File: src/rtl/uart_pkg.sv
// Shared constants for the beacon UART transmitter: parity and mode codes,
// FSM state encodings and the parity helper.
package uart_pkg;

    localparam int PARITY_NONE = 0;
    localparam int PARITY_ODD  = 1;
    localparam int PARITY_EVEN = 2;

    localparam logic MODE_COUNTER = 1'b0;
    localparam logic MODE_STREAM  = 1'b1;

    localparam logic [2:0] ST_IDLE   = 3'd0;
    localparam logic [2:0] ST_START  = 3'd1;
    localparam logic [2:0] ST_DATA   = 3'd2;
    localparam logic [2:0] ST_PARITY = 3'd3;
    localparam logic [2:0] ST_STOP   = 3'd4;

    // Payload is zero-extended to 9 bits, which leaves its ones count unchanged.
    function automatic logic parity_bit(input logic [8:0] data, input int kind);
        return (kind == PARITY_ODD) ? ~(^data) : (^data);
    endfunction

endpackage

File: src/rtl/uart_bit_timer.sv
// Bit-period clock-enable counter: bit_end marks the last clk cycle of each
// UART bit; restart holds the count at zero so a frame starts on a clean bit.
module uart_bit_timer #(
    parameter int CLKS_PER_BIT = 625
) (
    input  logic clk,
    input  logic reset,
    input  logic restart,
    output logic bit_end
);

    localparam int CW = (CLKS_PER_BIT > 1) ? $clog2(CLKS_PER_BIT) : 1;

    logic [CW-1:0] cnt;

    assign bit_end = !restart && (cnt == CW'(CLKS_PER_BIT - 1));

    always_ff @(posedge clk) begin
        if (reset || restart) begin
            cnt <= '0;
        end else if (bit_end) begin
            cnt <= '0;
        end else begin
            cnt <= cnt + 1'b1;
        end
    end

endmodule

File: src/rtl/uart_beacon_tx.sv
// UART transmitter with a built-in scheduler: periodic incrementing beacon
// frames in counter mode, or bytes taken from a valid/ready stream.
module uart_beacon_tx
    import uart_pkg::*;
#(
    parameter int CLKS_PER_BIT  = 625,
    parameter int DATA_BITS     = 8,
    parameter int PARITY        = 0,
    parameter int STOP_BITS     = 1,
    parameter int PERIOD_CYCLES = 20000
) (
    input  logic                 clk,
    input  logic                 reset,
    input  logic                 enable,
    input  logic                 mode,
    input  logic [DATA_BITS-1:0] s_data,
    input  logic                 s_valid,
    output logic                 s_ready,
    output logic                 tx,
    output logic                 busy,
    output logic                 frame_done,
    output logic                 overrun,
    output logic [15:0]          tx_count
);

    localparam int PW      = (PERIOD_CYCLES > 1) ? $clog2(PERIOD_CYCLES) : 1;
    localparam bit HAS_PAR = (PARITY != PARITY_NONE);

    logic [2:0]           state, state_n;
    logic [DATA_BITS-1:0] data_q, data_n;
    logic [DATA_BITS-1:0] beacon;
    logic [3:0]           bit_idx, bit_idx_n;
    logic [PW-1:0]        timer;
    logic [15:0]          data_pad;
    logic                 pending, pending_n;
    logic                 s_ready_n, tx_n;
    logic                 accept, take, req, last_stop;
    logic                 restart, bit_end, par_n;

    assign restart = (state == ST_IDLE);

    uart_bit_timer #(
        .CLKS_PER_BIT(CLKS_PER_BIT)
    ) u_bit_timer (
        .clk    (clk),
        .reset  (reset),
        .restart(restart),
        .bit_end(bit_end)
    );

    // Stream handshake: a byte transfers on any cycle where s_valid and
    // s_ready are both high; s_valid must hold s_data stable until then.
    always_comb begin
        state_n   = state;
        data_n    = data_q;
        bit_idx_n = bit_idx;
        take      = 1'b0;
        last_stop = 1'b0;
        accept    = s_valid && s_ready;

        case (state)
            ST_IDLE: begin
                if (accept) begin
                    state_n = ST_START;
                    data_n  = s_data;
                end else if (enable && pending) begin
                    state_n = ST_START;
                    data_n  = beacon;
                    take    = 1'b1;
                end
            end
            ST_START: begin
                if (bit_end) begin
                    state_n   = ST_DATA;
                    bit_idx_n = '0;
                end
            end
            ST_DATA: begin
                if (bit_end) begin
                    if (bit_idx == 4'(DATA_BITS - 1)) begin
                        state_n   = HAS_PAR ? ST_PARITY : ST_STOP;
                        bit_idx_n = '0;
                    end else begin
                        bit_idx_n = bit_idx + 4'd1;
                    end
                end
            end
            ST_PARITY: begin
                if (bit_end) begin
                    state_n   = ST_STOP;
                    bit_idx_n = '0;
                end
            end
            ST_STOP: begin
                if (bit_end) begin
                    if (bit_idx == 4'(STOP_BITS - 1)) begin
                        state_n   = ST_IDLE;
                        last_stop = 1'b1;
                    end else begin
                        bit_idx_n = bit_idx + 4'd1;
                    end
                end
            end
            default: state_n = ST_IDLE;
        endcase

        req       = enable && (mode == MODE_COUNTER) && (timer == PW'(PERIOD_CYCLES - 1));
        pending_n = (pending && !take) || req;
        s_ready_n = (state_n == ST_IDLE) && enable && (mode == MODE_STREAM) && !pending_n;

        // tx is registered from next-state values so the pin never glitches.
        data_pad = 16'(data_n);
        par_n    = parity_bit(9'(data_n), PARITY);
        case (state_n)
            ST_START:  tx_n = 1'b0;
            ST_DATA:   tx_n = data_pad[bit_idx_n];
            ST_PARITY: tx_n = par_n;
            default:   tx_n = 1'b1;
        endcase
    end

    always_ff @(posedge clk) begin
        if (reset) begin
            state      <= ST_IDLE;
            data_q     <= '0;
            bit_idx    <= '0;
            timer      <= '0;
            pending    <= 1'b0;
            overrun    <= 1'b0;
            beacon     <= '0;
            tx         <= 1'b1;
            s_ready    <= 1'b0;
            frame_done <= 1'b0;
            tx_count   <= '0;
        end else begin
            state      <= state_n;
            data_q     <= data_n;
            bit_idx    <= bit_idx_n;
            pending    <= pending_n;
            s_ready    <= s_ready_n;
            tx         <= tx_n;
            frame_done <= last_stop;
            if (req && pending && !take) begin
                overrun <= 1'b1;
            end
            if (!enable || (mode == MODE_STREAM) || (timer == PW'(PERIOD_CYCLES - 1))) begin
                timer <= '0;
            end else begin
                timer <= timer + 1'b1;
            end
            if (last_stop) begin
                beacon   <= beacon + 1'b1;
                tx_count <= tx_count + 16'd1;
            end
        end
    end

    assign busy = (state != ST_IDLE);

endmodule
File: config.mk
export PLATFORM = sky130hd
export DESIGN_NAME = uart_beacon_tx
export DESIGN_NICKNAME = d
export VERILOG_FILES = /design/src/rtl/uart_pkg.sv /design/src/rtl/uart_bit_timer.sv /design/src/rtl/uart_beacon_tx.sv
export SDC_FILE = /design/constraint.sdc
export NUM_CORES = 1
export LEC_CHECK = 0
export ABC_AREA = 1
export CAP_MARGIN = 40
export CORE_UTILIZATION = 49
export CTS_CLUSTER_SIZE = 25
export DETAILED_ROUTE_END_ITERATION = 6
export HOLD_SLACK_MARGIN = 0.03
export PLACE_DENSITY = 0.82
export SETUP_SLACK_MARGIN = 0.4
export SLEW_MARGIN = 20
export SYNTH_ARGS = -nofsm -noshare
export SYNTH_HDL_FRONTEND = slang
export SYNTH_SLANG_ARGS = --single-unit
File: constraint.sdc
create_clock -name clk -period 3.7 [get_ports clk]
set_input_delay 0.37 -clock clk [delete_from_list [all_inputs] [get_ports clk]]
set_output_delay 0.37 -clock clk [all_outputs]
set_load 0.02 [all_outputs]
Word level (Yosys, flattened, before mapping)
Cells that the tools add are included.

Bits in registers: 69. Input port bits: 13. Output and inout bits: 21. Logic and storage cells: 83.

Add/sub/neg operators: 5. Order comparisons: 1. Eq/ne operators: 10. Multiplexer cells: 27. Bitwise logic cells: 1. Reduce and logical (&&, ||, !) cells: 27.

Operators by type and width (count): 3-bit 2-to-1 mux (8); 8-bit 2-to-1 mux (3); 4-bit 2-to-1 mux (5); 16-bit by 1-bit adder with 16-bit output (second input constant) (1); 15-bit by 1-bit adder with 15-bit output (second input constant) (1); 15-bit == test (second input constant) (1); 3-bit one-hot mux with 5 select lines (1); 3-bit by 2-bit == test with 1-bit output (second input constant) (4); 4-bit one-hot mux with 3 select lines (1); 1-bit logical AND (11); 10-bit by 1-bit adder with 10-bit output (second input constant) (1); 10-bit == test (second input constant) (1); 9-bit parity (1); 8-bit by 1-bit adder with 8-bit output (second input constant) (1); 1-bit 2-to-1 mux (7); 3-bit by 1-bit == test with 1-bit output (second input constant) (2); 3-bit zero test (2); 2-bit OR reduction (3); 4-bit by 5-bit < comparator with 1-bit output (second input constant) (1); 4-bit by 1-bit adder with 4-bit output (second input constant) (1); 1-bit binary-select mux with 4-bit select (1); 4-bit by 3-bit == test with 1-bit output (second input constant) (1); 1-bit zero test (4); 4-bit zero test (1); other kinds (5) (8).

Longest topological paths before layout
Gate-level depths: netlist of run 1.

Depth in word-level cells: 9. Gate-level depth with buffers: 16.

Modules after synthesis
From an unflattened synthesis of run 1, not the netlist that was laid out.

Cell total of the unflattened synthesis: 534. Area total of the unflattened synthesis: 3741.1 µm².

By module, submodules not included: uart_beacon_tx (instances 1, cells each 465, area an instance 3218.1 µm², sequential area each 1181.1 µm²); uart_bit_timer (instances 1, cells each 69, area an instance 523.0 µm², sequential area each 200.2 µm²).

Least setup slack after synthesis of run 1
OpenSTA, ideal clock, no wires.

Kind: reg2reg. From: register u_bit_timer.cnt[0]. To: register tx_count[6]. Setup time: 0.123 ns. Arrival time: 1.540 ns. Data required time: 3.577 ns. Setup slack: 2.038 ns. Cell stages (with the launch flop): 13. Cell sequence: dfxtp_1 inv_1 ha_1 nand2_1 nor2_4 nand3_4 nor2_4 nand3_2 buf_6 nor3_4 nand3_1 o21ai_0 a21oi_1.

Longest elaborated chain between the ends: 4.

RTL lines: start, declared (line uart_bit_timer.sv:14) `logic [CW-1:0] cnt;`; start signal, assigned (line uart_bit_timer.sv:24) `cnt <= cnt + 1'b1;`; 10-bit == test (line uart_bit_timer.sv:16) `assign bit_end = !restart && (cnt == CW'(CLKS_PER_BIT - 1));`; 1-bit logical AND (line uart_bit_timer.sv:16); 1-bit 2-to-1 mux (line uart_beacon_tx.sv:95) `if (bit_end) begin`; 1-bit 2-to-1 mux (line uart_beacon_tx.sv:61) `case (state)`; end signal, assigned (line uart_beacon_tx.sv:153) `tx_count <= tx_count + 16'd1;`; end, declared (line uart_beacon_tx.sv:23) `output logic [15:0] tx_count`.

Every way passes these cells. A chain may end at the register's enable or synchronous reset.

Worst setup path after layout of run 1
From: register u_bit_timer.cnt[0]. To: register tx_count[14].

The elaborated chain is that of the path after synthesis.

==> results of run 1 <==
[layer usage]
metal	vias to the layer above	share of wire [%]	routed length (um)	track usage, %
met5	-	0	0	0
met4	0	1.7	138	8.95
met1	1662	45	3740	27.8
met2	105	48	4000	38.7
met3	17	5.2	430	7.29
li1	1849	-	-	-
[cell type report]
type,instances,area (um2),area share [%]
multi-input combinational,405,2050,46.9
clock buffer,12,155,3.56
sequential,69,1380,31.7
tap,99,124,2.84
clock inverter,3,68.8,1.58
inverter,66,248,5.68
timing repair buffer,34,338,7.74
[Yosys cell counts]
| library cell | count |
|---|---|
| nor2_4 | 5 |
| clkbuf_1 | 5 |
| nor2_1 | 72 |
| nand3_1 | 46 |
| nand3b_1 | 1 |
| clkinv_1 | 1 |
| o21ai_1 | 1 |
| o21bai_2 | 3 |
| o211ai_1 | 1 |
| nand2_1 | 151 |
| buf_6 | 2 |
| and3_1 | 1 |
| inv_1 | 60 |
| nand4_1 | 9 |
| o21ba_2 | 1 |
| inv_2 | 5 |
| nand2_2 | 3 |
| buf_2 | 3 |
| dfxtp_1 | 69 |
| nor4_2 | 1 |
| xnor2_1 | 3 |
| a21oi_1 | 30 |
| nor3b_1 | 6 |
| nor2_2 | 3 |
| a31oi_1 | 1 |
| o21a_1 | 4 |
| o2111ai_1 | 1 |
| nor3_4 | 3 |
| o21ai_2 | 1 |
| o21ai_0 | 18 |
| xor2_1 | 8 |
| ha_1 | 7 |
| o22ai_1 | 1 |
| o21bai_1 | 1 |
| nand3_4 | 1 |
| or2_2 | 1 |
| nand3_2 | 3 |
| nor4_1 | 2 |
| nor4_4 | 1 |
| nor3_1 | 15 |
[cell families (layout without fill, tap and decap cells)]
kind of cell | count (synthesis) | count (layout) | share of synthesized area [%]
compound gates | 63 | 63 | 9.75
xor+xnor | 11 | 11 | 2.58
fa+ha+maj | 7 | 7 | 2.35
buf+inv | 76 | 115 | 8.14
flops | 69 | 69 | 37.0
simple gates | 324 | 324 | 40.2
[stage by stage]
stage | instance area [um2] | setup WS (ns) | util [%]
2_1_floorplan | 3730 | 2.04 | -
3_3_place_gp | 4140 | 1.17 | 56.8
3_5_place_dp | 4140 | 1.13 | 56.8
4_1_cts | 4360 | 1.38 | 59.8
5_1_grt | 4360 | 1.14 | 59.8
6_report | 4360 | 1.37 | 59.8
[path summary, 6_finish.rpt]
check	slack [ns]	endpoint	from	cells after the start
setup reg to reg	1.37	tx_count[14]	u_bit_timer.cnt[0]	13
hold / removal	0.45	timer[0]	timer[0]	1
setup / recovery	1.37	tx_count[14]	u_bit_timer.cnt[0]	13
hold reg to reg	0.45	timer[0]	timer[0]	1
[power by group through the flow]
stage / Sequential (mW) / Combinational, mW / Clock (mW)
4_1_cts: 0.750 / 0.0980 / 0.711
3_3_place_gp: 0.768 / 0.0945 / 0
6_report: 0.750 / 0.0986 / 0.699
2_1_floorplan: 0.768 / 0.0646 / 0
5_1_grt: 0.751 / 0.112 / 0.744
3_5_place_dp: 0.768 / 0.0970 / 0
[worst max-delay path: cells and delay by family, from the launching register on]
kind | cells | cell delay (ns)
flip-flops | 1 | 0.33
buffers and inverters | 2 | 0.37
AND/OR/NAND/NOR | 10 | 1.37
adder cells (fa/ha/maj) | 1 | 0.14
[state kept, by name, summed over array words and instances (netlist names)]
name / cells
pending: 1
state: 3
tx: 1
u_bit_timer.cnt: 10
tx_count: 16
timer: 15
data_q: 8
overrun: 1
bit_idx: 4
beacon: 8
frame_done: 1
s_ready: 1
==> summary.md, run 1 <==
| Metric | Value |
|---|---|
| P per Cell Area | `~350 nW/um2` |
| Crit share post-route | `around 63%` |
| CTS tree | `done` |
| Worst hold path type | `reg2reg` |
| Longest Clk Path Bufs | `2` |
| Starting Density | `51.2%` |
| Cell Int Power | `between 1 and 1.5 mW` |
| Initial DRC Count | `240` |
| Flop pwr share | `48.5%` |
| Die X | `about 89 um` |
| Post-Syn Area | `3730 um2` |
| Slew Viols, Final | `0` |
| Initial antenna violation count | `0` |
| Commonest non-fill, non-tap cell in the layout | `nand2_1` |
| First-pass GRT wire length | `14.4 mm` |
| TritonCTS sink count | `69` |
| Top Ports | `34` |
| Worst endpoint required time | `3.94 ns` |
| P&R area growth vs syn | `16.9%` |
| Gate power share | `under 10%` |
| Total Routed Length | `8.30 mm` |
| Setup TNS | `0 ns` |
| MaxCap Viol Count | `0` |
| Root Buffer | `clkbuf_8` |
| DRC violations left | `0` |
| Synth unique cells | `40` |
| Net Switching | `approximately 0.35 mW` |
| Largest net degree at the start of global routing | `25` |
| Clock power share | `45.1%` |
| Max_slew headroom | `63.5%` |
| Worst Max-Slew Pin Slew | `0.544 ns` |
| Setup violations, final | `0` |
| Mapped Avg Cell Area | `approximately 6.8 um2` |
| Syn Nets | `570` |
| Die height | `89.3 um` |
| Total track usage | `23.1%` |
| CP peak stage delay | `0.41 ns` |
| Sequential area share after synthesis | `37.0%` |
| Final Hold Vio Count | `0` |
| Vias in the first global route | `3372` |
| Crit path DAT | `2.57 ns` |
| Worst-Skew Late Latency | `0.34 ns` |
| Crit path time final | `approximately 2.3 ns` |
| Nets | `605` |
| Cts bufs inserted | `9` |
| Worst Setup End Kind | `flop` |
| Setup bufs post-CTS | `0` |
| DP HPWL | `a little over 6 mm` |
| Cts repair resizes | `0` |
| Port bufs | `33` |
| H-Tree Depth | `3` |
| Max Fanout on Critical Path | `20` |
| Tot Pwr | `1.55 mW` |
| Placed Instances | `673` |
| Rows | `31` |
| Synth top area share | `37.0%` |
| Crit path kind | `reg2reg` |
| Status | `finished clean` |
| Top post-synthesis cells by area | `dfxtp_1 37%, nand2_1 15%, nor2_1 7.2%, nand3_1 6.2%, inv_1 6.0%` |
| Worst path slowest cell | `nand3_2` |
| Share of cells above drive strength 1 | `7.81%` |
| Post-DRT Antenna Nets | `0` |
| Peak VDD IR | `0.225 mV` |
| Worst-path cell chain | `inv_1, ha_1, nand2_1, nor2_4, nand3_4, nor2_4, nand3_2, inv_2, nand3_1, nor2_2, nand3_1, nand2_1, nor2_1` |
| Core area | `7290 um2` |
| Count of state elements after synthesis | `69` |
| Setup crit start kind | `flop` |
| Sw Share | `between 20% and 30%` |
| FMAX | `430 MHz` |
| Fillers | `696` |
| Synth area leader | `dfxtp_1` |
| Most frequent cells in the layout | `151 x nand2_1, 72 x nor2_1, 69 x dfxtp_1` |
| Unrepaired setup endpoints after global routing | `false` |
| Ys Warns | `0` |
| Leakage Power | `about 1.8 nW` |
| Drt wl/cell | `12.1 um` |
| Grt total ovfl | `0` |
| Hold_ws | `0.454 ns` |
| Clk slew on worst S/H paths | `0.07 ns` |
| CTS Hold Bufs | `0` |
| DR pass1 iterations | `5` |
| Via density | `5.28` |
| Finished Layout Cells | `688` |
| Synth Instances | `between 500 and 600` |
| Vias | `3633` |
| Clock Skews | `0.00838 ns` |
| Placer's final routability congestion estimate | `about 0.89` |
| Die Area | `7970 um2` |
| Antenna diodes | `0` |
No activity file was read; power rests on OpenSTA's default activity.
==> inputs of run 2 (changes only) <==
--- a/config.mk
+++ b/config.mk
@@ -11,7 +11,7 @@
 export CTS_CLUSTER_SIZE = 25
 export DETAILED_ROUTE_END_ITERATION = 6
 export HOLD_SLACK_MARGIN = 0.03
-export PLACE_DENSITY = 0.82
+export PLACE_DENSITY = 0.84
 export SETUP_SLACK_MARGIN = 0.4
 export SLEW_MARGIN = 20
 export SYNTH_ARGS = -nofsm -noshare
==> constraint.sdc (replaced) <==
create_clock -name clk -period 1.95 [get_ports clk]
set_input_delay 0.195 -clock clk [delete_from_list [all_inputs] [get_ports clk]]
set_output_delay 0.195 -clock clk [all_outputs]
set_load 0.02 [all_outputs]
==> summary.md, run 2 (same netlist as run 1, synthesis figures left out) <==
| Metric | Value |
|---|---|
| Status | `finished, violations left` |
| Failing checks | `negative setup slack` |
| Final setup margin | `-0.113 ns` |
| Via density | `6.12` |
| Port bufs | `33` |
| FMAX | `about 480 MHz` |
| Worst path slowest cell | `dfxtp_2` |
| Worst Max-Slew Pin Slew | `0.443 ns` |
| DP HPWL | `6.40 mm` |
| Worst endpoint required time | `2.21 ns` |
| Setup violations, final | `5` |
| Final Hold Vio Count | `0` |
| Slew Viols, Final | `0` |
| Worst Setup End Kind | `flop` |
| Crit path time final | `2.06 ns` |
| MaxCap Viol Count | `0` |
| Top Ports | `34` |
| Placed Instances | `701` |
| Share of cells above drive strength 1 | `a little under two fifths` |
| Initial antenna violation count | `0` |
| DR pass1 iterations | `6` |
| Die X | `slightly below 90 um` |
| Worst-path cell chain | `inv_2, ha_4, nand2_4, nor2_4, nand3_4, nor2_4, nand3_4, buf_8, nor3_4, nand3_1, o21ai_1, a21oi_1` |
| Longest Clk Path Bufs | `2` |
| P&R area growth vs syn | `54.6%` |
| P per Cell Area | `544 nW/um2` |
| Drt wl/cell | `between 15 and 20 um` |
| Clk slew on worst S/H paths | `0.09 ns` |
| Vias in the first global route | `3884` |
| DRC violations left | `0` |
| Critical Path Stages | `12` |
| Post-layout util | `79.1%` |
| First-pass GRT wire length | `17.1 mm` |
| Antenna diodes | `0` |
| Total track usage | `27.9%` |
| Initial DRC Count | `between 400 and 500` |
| Most frequent cells in the layout | `118 x nand2_1, 57 x dfxtp_1, 56 x nor2_1` |
| R2R Path Start | `u_bit_timer.cnt[0]` |
| Biggest register | `tx_count` |
| TritonCTS sink count | `69` |
| Placer's final routability congestion estimate | `0.868` |
| Rows | `31` |
| Total Routed Length | `14.9 mm` |
| Die height | `89.3 um` |
| Biggest regs | `tx_count x16, timer x15, u_bit_timer.cnt x10` |
| Grt total ovfl | `0` |
| CTS tree | `done` |
| R2r setup slk | `-0.11 ns` |
| Peak VDD IR | `0.595 mV` |
| Clock Skews | `0.0161 ns` |
| Root Buffer | `clkbuf_8` |
| Commonest non-fill, non-tap cell in the layout | `nand2_1` |
| Cts bufs inserted | `9` |
| H-Tree Depth | `3` |
| Gate power share | `about a tenth` |
| FF-to-FF End | `beacon[6]` |
| Net Switching | `around 0.84 mW` |
| Flip-flop count of the largest register after layout | `16` |
| Crit path kind | `reg2reg` |
| Largest net degree at the start of global routing | `27` |
| Crit share post-route | `106%` |
| Starting Density | `about 51%` |
| Worst hold path type | `reg2reg` |
| Sw Share | `26.6%` |
| CP Launch Point | `u_bit_timer.cnt[0]` |
| Cell Int Power | `2.30 mW` |
| Crit path buf inv count | `2` |
| Finished Layout Cells | `about 770` |
| Worst setup endpoint | `beacon[6]` |
| Clock power share | `45.2%` |
| Die Area | `7970 um2` |
| Vias | `about 4700` |
| CTS Hold Bufs | `0` |
| Hold_ws | `0.529 ns` |
| R2r worst-path depth | `12` |
| Post-DRT Antenna Nets | `0` |
| Max_slew headroom | `70.2%` |
| Crit path DAT | `2.32 ns` |
| Max Fanout on Critical Path | `5` |
| CP delay by family, top | `simple AND/OR/NAND/NOR gates` |
| Core area | `roughly 7300 um2` |
| Nets | `689` |
| Setup crit start kind | `flop` |
| Unrepaired setup endpoints after global routing | `true` |
| CP peak stage delay | `0.34 ns` |
| Worst-Skew Late Latency | `0.37 ns` |
| Leakage Power | `2.58 nW` |
| Flop pwr share | `between 40 and 50%` |
## run 2: through the flow
stage	cell area (um2)	power [mW]	TNS [ns]	setup WS (ns)
floorplan	3800	1.58	0	0.316
global placement	4410	1.67	-0.0559	-0.0559
detailed placement	4410	1.68	-0.0600	-0.0600
CTS	5060	3.01	0	0.164
global route	5770	3.20	-0.406	-0.140
finish	5770	3.14	-0.274	-0.113
## run 2: worst min path at each step
stage | start | end | slack, ns | cells past startpoint
after floorplan | enable | s_ready | 0.33 | 2
after global placement | timer[0] | timer[0] | 0.43 | 1
after detailed placement | timer[0] | timer[0] | 0.44 | 1
after CTS | beacon[7] | beacon[7] | 0.47 | 1
after global routing | beacon[7] | beacon[7] | 0.53 | 1
final | u_bit_timer.cnt[9] | u_bit_timer.cnt[9] | 0.53 | 2
## run 2: timing repair
| action | CTS | global route |
|---|---|---|
| pin swaps | 18 | 36 |
| endpoints found under the hold margin | 0 | 0 |
| gates resized for setup | 86 | 132 |
| setup buffers | 26 | 28 |
| cloned | 0 | 2 |
| setup endpoints to repair | 55 | 63 |
## run 2: cell type report
| class | count | area, um2 |
|---|---|---|
| Sequential cell | 69 | 1410 |
| Timing Repair inverter | 1 | 7.51 |
| Multi-Input combinational cell | 405 | 2620 |
| Clock buffer | 10 | 138 |
| Timing Repair Buffer | 117 | 1110 |
| Inverter | 66 | 275 |
| Clock inverter | 6 | 86.3 |
| Fill cell | 415 | 1520 |
| Tap cell | 99 | 124 |
## run 2: tightest hold or removal path: stages (launching register included)
cell	delay [ns]
dfxtp_1	0.34
nand2_1	0.09
a21oi_2	0.06
## run 2: routing by layer
metal | vias to the layer above | track usage, % | wire length, um
li1 | 2008 | - | -
met1 | 2202 | 33.4 | 5420
met2 | 388 | 48.0 | 7260
met3 | 129 | 6.28 | 1260
met4 | 0 | 12.6 | 977
met5 | - | 0 | 0
## run 2: power groups by stage
stage | combinational [mW] | clock (mW) | sequential [mW]
finish | 0.300 | 1.42 | 1.42
global route | 0.320 | 1.46 | 1.42
CTS | 0.244 | 1.35 | 1.42
detailed placement | 0.220 | 0 | 1.46
global placement | 0.215 | 0 | 1.46
floorplan | 0.125 | 0 | 1.46
